[src/rtl/lsu_subword.sv]
// Sub-word load/store unit in front of a word-only memory.
// Loads extract and extend a lane; SH/SB do read-modify-write of the containing word.
module lsu_subword (
    input  logic        clk,
    input  logic        reset,
    input  logic        req_valid,
    output logic        req_ready,
    input  logic [1:0]  memwrite,
    input  logic        half,
    input  logic        b,
    input  logic        bunsigned,
    input  logic [31:0] addr,
    input  logic [31:0] wdata,
    output logic        resp_valid,
    output logic [31:0] resp_rdata,
    output logic        resp_err,
    output logic        mem_req,
    output logic        mem_we,
    output logic [31:0] mem_addr,
    output logic [31:0] mem_wdata,
    input  logic [31:0] mem_rdata,
    input  logic        mem_ack
);

    typedef enum logic [1:0] {
        IDLE,
        RD,
        WR,
        RESP
    } state_t;

    typedef enum logic [1:0] {
        OP_LOAD = 2'b00,
        OP_SW   = 2'b01,
        OP_SH   = 2'b10,
        OP_SB   = 2'b11
    } op_t;

    state_t      state_q, state_d;
    op_t         op_q, op_d;
    logic        half_q, half_d;
    logic        b_q, b_d;
    logic        uns_q, uns_d;
    logic [31:0] addr_q, addr_d;
    logic [31:0] wword_q, wword_d;
    logic [31:0] rdata_q, rdata_d;
    logic        err_q, err_d;

    function automatic logic is_illegal(input op_t op, input logic h, input logic by,
                                        input logic [1:0] a);
        logic ill;
        ill = 1'b0;
        unique case (op)
            OP_LOAD: begin
                if (h && by)  ill = 1'b1;
                else if (h)   ill = a[0];
                else if (!by) ill = (a != 2'b00);
            end
            OP_SW:   ill = (a != 2'b00);
            OP_SH:   ill = a[0];
            OP_SB:   ill = 1'b0;
        endcase
        return ill;
    endfunction

    function automatic logic [31:0] load_extract(input logic [31:0] word, input logic [1:0] a,
                                                 input logic h, input logic by,
                                                 input logic uns);
        logic [31:0] shifted;
        logic [31:0] res;
        shifted = word >> {a, 3'b000};
        if (by) begin
            res = uns ? {24'h000000, shifted[7:0]} : {{24{shifted[7]}}, shifted[7:0]};
        end else if (h) begin
            res = uns ? {16'h0000, shifted[15:0]} : {{16{shifted[15]}}, shifted[15:0]};
        end else begin
            res = word;
        end
        return res;
    endfunction

    // Replicate the store data across all lanes, then let a shifted mask pick the addressed one.
    function automatic logic [31:0] merge_store(input logic [31:0] word, input op_t op,
                                                input logic [1:0] a, input logic [15:0] d);
        logic [31:0] mask;
        logic [31:0] data;
        if (op == OP_SB) begin
            mask = 32'h0000_00FF << {a, 3'b000};
            data = {4{d[7:0]}};
        end else begin
            mask = 32'h0000_FFFF << {a[1], 4'b0000};
            data = {2{d}};
        end
        return (word & ~mask) | (data & mask);
    endfunction

    always_comb begin
        state_d = state_q;
        op_d    = op_q;
        half_d  = half_q;
        b_d     = b_q;
        uns_d   = uns_q;
        addr_d  = addr_q;
        wword_d = wword_q;
        rdata_d = rdata_q;
        err_d   = err_q;

        unique case (state_q)
            IDLE: begin
                if (req_valid) begin
                    op_d    = op_t'(memwrite);
                    half_d  = half;
                    b_d     = b;
                    uns_d   = bunsigned;
                    addr_d  = addr;
                    wword_d = wdata;
                    rdata_d = '0;
                    err_d   = is_illegal(op_t'(memwrite), half, b, addr[1:0]);
                    if (err_d)
                        state_d = RESP;
                    else if (op_t'(memwrite) == OP_SW)
                        state_d = WR;
                    else
                        state_d = RD;
                end
            end
            RD: begin
                if (mem_ack) begin
                    if (op_q == OP_LOAD) begin
                        rdata_d = load_extract(mem_rdata, addr_q[1:0], half_q, b_q, uns_q);
                        state_d = RESP;
                    end else begin
                        wword_d = merge_store(mem_rdata, op_q, addr_q[1:0], wword_q[15:0]);
                        state_d = WR;
                    end
                end
            end
            WR: begin
                if (mem_ack)
                    state_d = RESP;
            end
            RESP: begin
                state_d = IDLE;
            end
        endcase
    end

    always_comb begin
        req_ready  = (state_q == IDLE);
        mem_req    = (state_q == RD) || (state_q == WR);
        mem_we     = (state_q == WR);
        mem_addr   = mem_req ? {addr_q[31:2], 2'b00} : '0;
        mem_wdata  = mem_we ? wword_q : '0;
        resp_valid = (state_q == RESP);
        resp_rdata = resp_valid ? rdata_q : '0;
        resp_err   = resp_valid && err_q;
    end

    always_ff @(posedge clk) begin
        if (reset) begin
            state_q <= IDLE;
            op_q    <= OP_LOAD;
            half_q  <= 1'b0;
            b_q     <= 1'b0;
            uns_q   <= 1'b0;
            addr_q  <= '0;
            wword_q <= '0;
            rdata_q <= '0;
            err_q   <= 1'b0;
        end else begin
            state_q <= state_d;
            op_q    <= op_d;
            half_q  <= half_d;
            b_q     <= b_d;
            uns_q   <= uns_d;
            addr_q  <= addr_d;
            wword_q <= wword_d;
            rdata_q <= rdata_d;
            err_q   <= err_d;
        end
    end

endmodule

[config.mk]
export PLATFORM = sky130hd
export DESIGN_NAME = lsu_subword
export DESIGN_NICKNAME = d
export VERILOG_FILES = /design/src/rtl/lsu_subword.sv
export SDC_FILE = /design/constraint.sdc
export NUM_CORES = 1
export LEC_CHECK = 0
export BUFFER_PORTS_ARGS = -buffer_cell sky130_fd_sc_hd__buf_4
export CAP_MARGIN = 20
export CORE_ASPECT_RATIO = 1.4
export CORE_MARGIN = 4
export CORE_UTILIZATION = 45
export DETAILED_ROUTE_END_ITERATION = 8
export PLACE_DENSITY_LB_ADDON = 0.3
export SKIP_CTS_REPAIR_TIMING = 1
export SLEW_MARGIN = 20
export SYNTH_ARGS = -nofsm -noshare
export SYNTH_HDL_FRONTEND = slang
export SYNTH_SLANG_ARGS = --single-unit
[constraint.sdc]
create_clock -name clk -period 4.65 [get_ports clk]
set_input_delay 0.465 -clock clk [delete_from_list [all_inputs] [get_ports clk]]
set_output_delay 0.465 -clock clk [all_outputs]
set_load 0.01 [all_outputs]
### After elaboration in Yosys (flattened, before gate mapping)

Index checks and enable logic that the tools add are counted.

| word-level totals | value |
|---|---|
| register bits after elaboration | 104 |
| input bits | 105 |
| word-level logic and storage cells | 76 |

| cells by class | value |
|---|---|
| equality and inequality tests | 12 |
| shift operators | 3 |
| multiplexer cells | 36 |
| bitwise gates (word level) | 4 |
| reductions and logical operators | 12 |

Operator list:

| operator | number |
|---|---|
| $mux 32 | 21 |
| $pmux 32 s2 | 2 |
| $and 32x32->32 | 2 |
| $not 32->32 | 1 |
| $or 32x32->32 | 1 |
| $shl 16x5->32 const A | 1 |
| $shl 8x5->32 const A | 1 |
| $shr 32x5->16 | 1 |
| $eq 2x2->1 const B | 5 |
| $mux 2 | 5 |
| $ne 2x2->1 const B | 4 |
| $pmux 2 s4 | 1 |
| $reduce_and 4->1 | 2 |
| $logic_not 2->1 | 3 |
| $mux 1 | 6 |
| $eq 2x1->1 const B | 2 |
| $pmux 1 s4 | 1 |
| $reduce_bool 2->1 | 2 |
| $reduce_and 3->1 | 1 |
| $logic_and 1x1->1 | 2 |
| $ne 2x1->1 const B | 1 |
| $reduce_and 2->1 | 1 |
| $logic_or 1x1->1 | 1 |

### Logic depth before layout (Yosys ltp)

Gate-level depths: netlist (run 1).

| depth | value |
|---|---|
| depth in word-level cells | 11 |
| mapped depth | 9 |
| mapped depth without buffers | 6 |

### Worst setup path before layout (run 1)

Ideal clock, no wire load.

| timing | value |
|---|---|
| kind | register to register |
| start | reg state_q[0] |
| end | reg rdata_q[21] |
| library setup time | 0.059 ns |
| data arrival time | 1.840 ns |
| required time | 4.591 ns |
| setup slack | 2.750 ns |
| stages on the path, launching flop included | 10 |
| buffers on the path | 3 |
| cells stage by stage | dfxtp_1 > inv_1 > ha_1 > buf_2 > nand2b_1 > nand4b_1 > buf_6 > a311oi_4 > buf_6 > a221o_1 |

| between the ends | value |
|---|---|
| longest elaborated chain between the ends | 3 |
| elaborated cells on any way between the ends | 8 |
| classes of those cells | eq/ne (4); mux (1); reduce/logical (3) |

RTL lines:

| what | RTL line | RTL |
|---|---|---|
| start, declared | 39 | `state_t state_q, state_d;` |
| start signal, assigned | 171 | `state_q <= state_d;` |
| $logic_not 2->1 * | - |  |
| via req_ready | 7 | `output logic req_ready,` |
| $ne 2x2->1 (no line) or $reduce_bool 2->1 (tied branches) | - |  |
| $reduce_and 4->1 (no line) | - |  |
| end signal, assigned | 178 | `rdata_q <= rdata_d;` |
| end, declared | 46 | `logic [31:0] rdata_q, rdata_d;` |

The timed path passes the listed nets; every way through them passes the cells marked *.
A chain may end at the register's enable or synchronous reset.

### Final worst setup path (run 1)

| timing | value |
|---|---|
| start | reg state_q[1] |
| end | reg rdata_q[13] |

| between the ends | value |
|---|---|
| longest elaborated chain between the ends | 3 |
| elaborated cells on any way between the ends | 8 |
| classes of those cells | eq/ne (4); mux (1); reduce/logical (3) |

RTL lines:

| what | RTL line | RTL |
|---|---|---|
| $eq 2x1->1 or $logic_not 2->1 (tied branches) | 108 | `unique case (state_q)` |
| $ne 2x2->1 (no line) or $reduce_bool 2->1 (tied branches) | - |  |
| $reduce_and 4->1 (no line) | - |  |

Several ways; a longest one is shown, not always the timed one.

==> results by stage, run 1 <==
Power and ir drop:
- Dividing total power by cell area gives a power density of 446 nW/um^2.
- The leakage power figure is 0.00337 uW.
- Across the VDD grid, the largest voltage drop is 245 uV.
- The design draws 3450 uW.

Die:
- The die covers 15,200 sq um.
- For this design the top-level I/O count stands at 206.
- The floorplan die height is 144 microns.
- The floorplan has 49 rows.
- The area of the core is 12,900 sq um.
- The die is 105 microns wide.
- The initial utilization of the core area, before any placement, comes to 46.0%.

Setup path:
- The launch point of the worst path is state_q[1].
- STA puts the critical path data required time at 4.94 ns.
- The worst setup path is captured at a register.
- The number of cells on the worst reg-to-reg path is 5.
- For this run, the slowest stage of the critical path takes 0.89 ns.
- The worst setup path endpoint is rdata_q[13].
- In this run the critical register-to-register path is captured at rdata_q[13].
- Traced cell by cell, the critical path runs through inv_1 > ha_2 > nand4b_1 > nor4bb_2 > a211o_1.
- The cell type of the slowest stage on the worst timing path is nor4bb_2.
- The largest fanout of any net on the critical path is 38.
- The setup check on the worst reg-to-reg path leaves a slack of 1.85 ns.
- The worst setup path is of the reg2reg kind.
- For the worst setup path, the data arrival time is 3.10 ns.
- The worst setup path is launched from a register.
- The launching point of the worst reg2reg path is state_q[1].

Timing:
- On the final layout, the worst clock skew is 0.00632 ns.
- The worst-case setup margin in the final layout is 1.85 ns.
- After routing, the total negative slack on setup checks comes to 0 ns.
- The number of hold violations in the final report is 0.
- The worst path in the final design needs a cycle of 2.80 ns, including I/O delays and setup.
- The max-slew violation count is 0.
- Setup repair after global routing left no endpoint under its margin.
- The slew at the pin closest to its max-slew limit is 0.952 ns.
- The share of the cycle needed by the critical path after routing is 60.3%.
- Setup violations remaining at the end of the flow were counted as 0.
- In this run the tightest slew margin relative to its limit is 36.6%.
- The maximum clock frequency is 357 MHz.

Cells and area:
- The layout-stage area growth over the synthesis result is 29.6%.
- The total inserted antenna cells is 0.
- The filler cells instantiated in the layout total 1,205.
- The multi-input combinational cell area is 3520 sq um.
- The final layout contains 998 nets.
- The share of final-layout standard cells stronger than drive strength 1 is 28.5%.
- Summing all flip-flop and latch instances after layout gives 2080 sq um.
- For this run, the number of standard cells in the final layout without fillers is 1,072.

Detailed routing:
- In the final routed layout, each cell accounts on average for 16.9 microns.
- The count of unresolved DRC violations after routing is 0.
- The routed via count divided by cell count is 5.46.
- The detailed-router iteration count before antenna repair is 5.
- The detail route stage leaves a number of antenna-violating nets equal to 0.
- The total via count after detailed routing is 5,852.
- The detailed router finished its first iteration with 347 violations.
- The routed design has 18,100 microns of wire.

Yosys:
- Of all flip-flops after synthesis, the portion carrying an async set or reset was 0%.
- Sequential elements use 35.0% of the synthesized area.
- The dominant combinational cell family by area after synthesis is simple AND/OR/NAND/NOR gates.
- The total of warnings raised by yosys is 0.
- The synthesized area per cell is 8.09 sq um.
- The adder-cell area share of the yosys netlist is 0.840%.
- The multiplexer area fraction after synthesis is 2.44%.
- Summing every instance area after synthesis gives 5960 sq um.
- After synthesis the netlist holds a flip-flop and latch count of 104.
- The primary flip-flop cell chosen by synthesis mapping is dfxtp_1.
- The area share of and/or/nand/nor cells after synthesis is 28.7%.
- The distinct cell type count after synthesis is 54.
- The xor/xnor cell area share of the yosys netlist is 0%.
- Summing the areas of all compound-gate instances in the mapped netlist gives 26.7% of the synthesized area.
- The number of instances in the synthesized netlist is 736.
- The number of synthesized flops with an enable pin is 0.

Global route:
- The largest net degree at the start of global routing is 71.
- The via count of the first global-routing pass was 5,476.
- The first global-routing pass estimated 28,200 microns of wire.
- The initial antenna violation count is 0.
- The combined global-route utilization of all metal layers is 23.2%.
- The sum of overflow across all layers after global routing is 0.

Clock tree:
- The H-tree generated during clock tree synthesis spans 3 levels.
- TritonCTS built the clock tree.
- The number of buffers inserted during clock tree synthesis is 9.
- The clock root buffer is clkbuf_16.
- In this run the deepest clock path goes through 2 buffers.
- The clock edge transition at the registers on the reported setup and hold paths is 0.07 ns.
- The later pin in the worst-skew pair is clocked with a latency of 0.35 ns.
- The sink count of the clock tree is 104.

Flow run:
- The tool flagged a number of max-cap violations equal to 0.

Place:
- The congestion estimate from routability-driven global placement came to 0.882.
- The count of input and output buffers is 203.
- The post-placement cell count is 1,056.
- The pre-CTS worst setup slack is 1.65 ns.
- The HPWL after detailed placement is 13,400 microns.

Run status:
- The run finished with clean final reports.

Worst hold path:
- The tightest min-delay check is of the in2reg type.
Yosys cell counts (all sizes together) (4+ instances only):
cell / instances / area [sq um]
a211o: 8 / 70.1
a21o: 10 / 75.1
nand3: 19 / 100
or2: 9 / 56.3
a32o: 15 / 150
a21oi: 63 / 319
ha: 4 / 50.1
a21bo: 8 / 80.1
mux2i: 10 / 104
nor2b: 11 / 68.8
o211ai: 16 / 120
nand2: 94 / 353
a311oi: 18 / 175
and4b: 8 / 80.1
nand2b: 26 / 163
dfxtp: 104 / 2080
buf: 32 / 196
and2: 97 / 607
o21ai: 21 / 105
inv: 11 / 41.3
o21bai: 16 / 120
a221o: 16 / 160
nor2: 41 / 156
and3: 7 / 43.8
a211oi: 17 / 138
clkbuf: 36 / 135
worst min-delay path by stage:
stage	from	endpoint	slack [ns]	cells after the start
floorplan	rdata_q[10]	rdata_q[10]	0.43	1
global placement	addr_q[21]	addr_q[21]	0.44	2
detailed placement	addr_q[8]	addr_q[8]	0.44	2
CTS	addr[13]	addr_q[13]	0.35	3
global route	addr[30]	addr_q[30]	0.35	3
finish	addr[4]	addr_q[4]	0.36	3
worst max-delay path: cells and delay by family (launching register included):
family / cells / cell delay, ns
buffers and inverters: 1 / 0.09
and+or+nand+nor: 2 / 1.53
adders and majority gates: 1 / 0.60
DFF: 1 / 0.34
AOI/OAI and AO/OA: 1 / 0.18
layout make-up:
type	instances	share of cell area [%]
Multi-Input combinational cell	554	45.6
Sequential cell	104	27.0
Timing Repair Buffer	209	20.3
Clock buffer	10	3.10
Tap cell	178	2.89
Clock inverter	6	0.567
Inverter	11	0.535
cells by family after synthesis:
logic type,after synthesis
AOI/OAI and AO/OA,214
and+or+nand+nor,321
adders and majority gates,4
buffers and inverters,79
DFF,104
other,1
muxes,13
stage by stage:
| step | hold slack (ns) | util, % | instance area, sq um |
|---|---|---|---|
| 2_1_floorplan | 0.427 | - | 5960 |
| 5_1_grt | 0.353 | 59.7 | 7720 |
| 4_1_cts | 0.346 | 59.6 | 7710 |
| 6_report | 0.357 | 59.7 | 7720 |
| 3_3_place_gp | 0.436 | 57.4 | 7420 |
| 3_5_place_dp | 0.442 | 57.4 | 7420 |
metal layers:
layer / wire, microns / global-route usage, %
met5: 0 / 0
met4: 569 / 9.88
met3: 1540 / 6.79
met2: 8840 / 39.5
met1: 7200 / 27.3
layout by cell type, fill, tap and decap left out, types with 3 or more instances in the layout:
| master | Yosys | layout |
|---|---|---|
| buf_4 | 4 | 209 |
| and2_1 | 97 | 97 |
| o21bai_1 | 16 | 16 |
| nor2b_1 | 11 | 11 |
| inv_1 | 11 | 11 |
| mux2i_1 | 9 | 9 |
| dfxtp_1 | 104 | 104 |
| nand3_1 | 18 | 18 |
| a211oi_1 | 15 | 15 |
| a21bo_2 | 3 | 3 |
| nand2b_1 | 26 | 26 |
| o211ai_1 | 16 | 16 |
| a221o_1 | 16 | 16 |
| nor2_1 | 40 | 39 |
| and3_1 | 7 | 7 |
| clkbuf_16 | 0 | 9 |
| nand2_1 | 94 | 94 |
| a311oi_1 | 17 | 17 |
| and4b_1 | 8 | 8 |
| o21ai_0 | 19 | 19 |
| ha_1 | 4 | 3 |
| a21oi_1 | 62 | 62 |
| a21bo_1 | 5 | 5 |
| a211o_1 | 8 | 8 |
| or2_2 | 9 | 9 |
| a21o_1 | 10 | 10 |
| a32o_1 | 15 | 15 |
registers in the layout, summed over array words and instances, names as in the netlist, 2 cells and up, named ones only:
| register | flops |
|---|---|
| addr_q | 32 |
| rdata_q | 32 |
| wword_q | 24 |
| op_q | 2 |
| state_q | 2 |
power by group:
part,internal (uW),total [uW],leakage (uW),switching (uW)
Sequential,1130,1340,0.000851,212
Clock,380,723,0.000139,343
Combinational,611,1380,0.00238,773
Total,2120,3450,0.00337,1330
Note: power is estimated with default switching activity, not from simulation.
==> run 2, diff against run 1 <==
- ABC_AREA: unset -> 1
- clock period: 4.65 -> 2.5 ns (I/O delays scaled with it)
==> run 2 against run 1 <==
  * Utilization rose by 0.91 points
  * Synthesized cell count up 32%
  * Via count is 14% higher
  * Flip-flop and latch count stayed put
  * Area after synthesis is 0.80% higher
  * Non-clock buffer count is 7 higher
  * Cell count rose by 23%
  * Maximum frequency grew 36%
  * Combinational power grew to 3.2 times the previous value
  * First-iteration DRC count down 12%
  * Design area rose by 1.5%
  * Die area is 0.74% higher
  * Highest routed layer unchanged
==> results by stage, run 2 <==
Detailed routing:
- The number of DRC markers after the initial detailed-route iteration is 305.
- The wire length per cell after detailed routing is 14.9 microns.
- The detailed-router iteration count before antenna repair is 5.
- The count of unresolved DRC violations after routing is 0.
- The routed design has 19,800 microns of wire.
- The routed via count divided by cell count is 5.03.
- The routed layout has 6,657 vias.
- The post-route antenna net violation count is 0.

Yosys:
- The netlist area before placement is 6000 sq um.
- The number of synthesized flops with an enable pin is 0.
- For this run, the leading register cell type out of synthesis is dfxtp_1.
- Ranked by instance count, the synthesized netlist is headed by 252 x nand2_1, 135 x inv_1, 104 x dfxtp_1.
- Among all cell types in the netlist, the one instantiated most often is nand2_1.
- In the synthesized netlist the async set-or-reset flop fraction comes to 0%.
- After synthesis, flip-flops and latches occupy 34.7% of the total area.
- The number of register bits inferred by synthesis is 104.
- The cell accounting for the most synthesized area is dfxtp_1.
- A synthesized cell averages 6.16 sq um.
- The number of different library cells used by synthesis comes to 30.
- The total of warnings raised by yosys is 0.
- Yosys attributes the largest share of cell area to dfxtp_1 35%, nand2_1 16%, inv_1 8.4%.
- Counting every instance in the synthesized netlist gives 975.
- The area share of the leading cell type in the synthesized netlist is 34.7%.

Clock tree:
- The sink count of the clock tree is 104.
- The tree is rooted in a clkbuf_16.
- Clock-pin slew was measured on the worst setup and hold paths at 0.07 ns.
- The buffer levels on the longest clock path is 2.
- The number of buffers inserted during clock tree synthesis is 9.
- The H-tree was split into 3 levels.
- For the worst-skew pair, the clock arrives at the later sink with an insertion delay of 0.35 ns.
- TritonCTS built the clock tree.

Place:
- During placement, the flow inserted port buffers numbering 203.
- The congestion estimate from routability-driven global placement came to 0.923.
- After detailed placement, the design holds a cell count of 1,307.
- The half-perimeter wire length after placement is 15,200 microns.

Cells and area:
- The number of nets in the layout is 1,249.
- The non-filler instance count after layout is 1,323.
- Relative to the synthesized area, the layout overhead comes to 30.5%.
- The top cell types in the final layout, fill and taps aside, are 252 x nand2_1, 216 x buf_4, 135 x inv_1.
- In the final layout, the share of cells above drive strength 1 is 23.3%.
- The total inserted antenna cells is 0.
- The most frequent standard cell in the layout excluding fill and tap cells is nand2_1.
- In the final layout, the registers with the most flip-flops are addr_q (32), rdata_q (32), wword_q (24).

Timing:
- The routed design could run at a clock period as short as 2.06 ns.
- The max-slew violation count is 0.
- The final setup TNS is 0 ns.
- Setup repair after global routing left no endpoint under its margin.
- The tightest hold margin is 0.145 ns.
- The number of hold violations in the final report is 0.
- The final number of setup-violating endpoints is 0.
- The worst path uses 82.4% of the clock period.
- The normalized max-slew margin is 35.1%.
- Derived from the worst setup path, the maximum achievable clock frequency is 485 MHz.
- The worst clock skew on the final layout is 0.0111 ns.
- The slew at the pin closest to its max-slew limit is 0.972 ns.

Die:
- For this configuration, the core starts out at a cell density of 46.4%.
- The region available for standard cell placement spans 12,900 sq um.
- The row count is 49.
- The number of ports placed on the die boundary is 206.
- In this run the horizontal extent of the chip is 106 microns.
- The die is 145 microns tall.
- The total die area is 15,300 sq um.

Worst hold path:
- The classification of the worst-slack hold path is in2reg.
- The origin of the worst min-delay path is addr[4].
- Counting instances, the worst hold path has a depth of 3.
- The worst hold path terminates at addr_q[4].

Setup path:
- Tracing the worst setup path back leads to its startpoint at state_q[0].
- The worst setup path is launched from a register.
- Of all nets on the critical path, the largest fanout is 32.
- The kind of capture point of the worst setup path is a register.
- The cell depth of the worst flop-to-flop path is 9.
- The internal reg-to-reg setup slack is 0.44 ns.
- By startpoint and endpoint, the worst setup path is classified as reg2reg.
- The endpoint of the worst-slack reg-to-reg timing path is wword_q[16].
- The startpoint identified for the worst register-to-register timing path is state_q[0].
- The data arrival time at the worst-slack endpoint is 2.30 ns.
- Data on the critical path is required at its endpoint by 2.74 ns.

Global route:
- The initial antenna violation count is 0.
- The via count of the first global-routing pass is 6,427.
- The wire length of the first global-routing pass is 31,500 microns.
- After global routing the overflow that remains totals 0.
- Entering global routing, the biggest net connects 46 pins.
- The combined global-route utilization of all metal layers is 25.7%.

Power and ir drop:
- The largest voltage drop on the vdd net is 530 uV.
- For this design the ratio of total power to cell area is 1080 nW/um^2.
- The analysis attributes to cell leakage a power of 0.00428 uW.

Run status:
- The run finished with clean final reports.

Flow run:
- The total of max-cap violations is 0.
-- run 2: changes by cell type after synthesis, sizes merged, moves of 11 or more --
cell / delta
nand4: +21
and2: -97
a32o: -15
o21ai: +87
inv: +132
a311oi: -18
o21bai: -15
nand2b: -26
nor2b: -11
nor2: +63
nand2: +161
a221o: -16
a211oi: -17
a21oi: +39
-- run 2: worst max-delay path, cell delays in order (launching register included) --
cell and delay (ns):
dfxtp_1 0.34, inv_1 0.09, ha_1 0.27, inv_2 0.10, o21ai_1 0.21, nand2_4 0.19, inv_2 0.45, nand2_1 0.09
a21oi_1 0.15, nor2_1 0.05
-- run 2: power by group --
group          total (uW)  switching, uW  leakage (uW)  internal (uW)
sequential           2670            416      0.000856           2250
clock                1370            659      0.000135            707
combinational        4420           2870       0.00329           1540
total                8450           3950       0.00428           4500
-- run 2: worst max-delay path by stage --
| stage | endpoint | slack, ns | cells past startpoint |
|---|---|---|---|
| detailed placement | wword_q[20] | 0.46 | 9 |
| CTS | wword_q[16] | 0.46 | 9 |
| finish | wword_q[16] | 0.44 | 9 |
| global placement | wword_q[21] | 0.53 | 9 |
| floorplan | wword_q[18] | 0.85 | 10 |
| global route | wword_q[17] | 0.19 | 9 |
-- run 2: metal layers --
metal	up-vias	share of wire, %	GRT usage, %
met5	-	0	0
met4	0	2.8	9.96
met3	37	8.6	7.19
met2	242	50	45.7
met1	2973	39	29.3
li1	3405	-	-
-- run 2: per-stage QoR --
step	cell area, sq um	power [uW]	utilization (%)	setup WS [ns]
floorplan	6010	5770	-	0.847
global placement	7550	7050	58.4	0.534
detailed placement	7550	7110	58.4	0.461
CTS	7840	8460	60.6	0.457
global route	7840	9190	60.6	0.195
finish	7840	8450	60.6	0.439
-- run 2: cell type report --
cell class	instances	area (sq um)
fillers	1305	5100
multi-input cells	666	3090
flip-flops and latches	104	2080
repair buffers	216	1620
inverters	143	537
clock buffers	10	239
well taps	178	223
clock inverters	6	42.5
-- run 2: kinds of logic (layout without fill, tap and decap cells) --
group / Yosys count / in the layout / share of synthesized area [%]
adder cells (fa/ha/maj): 4 / 4 / 0.834
AND/OR/NAND/NOR: 424 / 424 / 29.1
flip-flops: 104 / 104 / 34.7
buffers and inverters: 206 / 375 / 13.9
AO/OA/AOI/OAI: 236 / 236 / 21.4
other: 1 / 2 / 0.0625
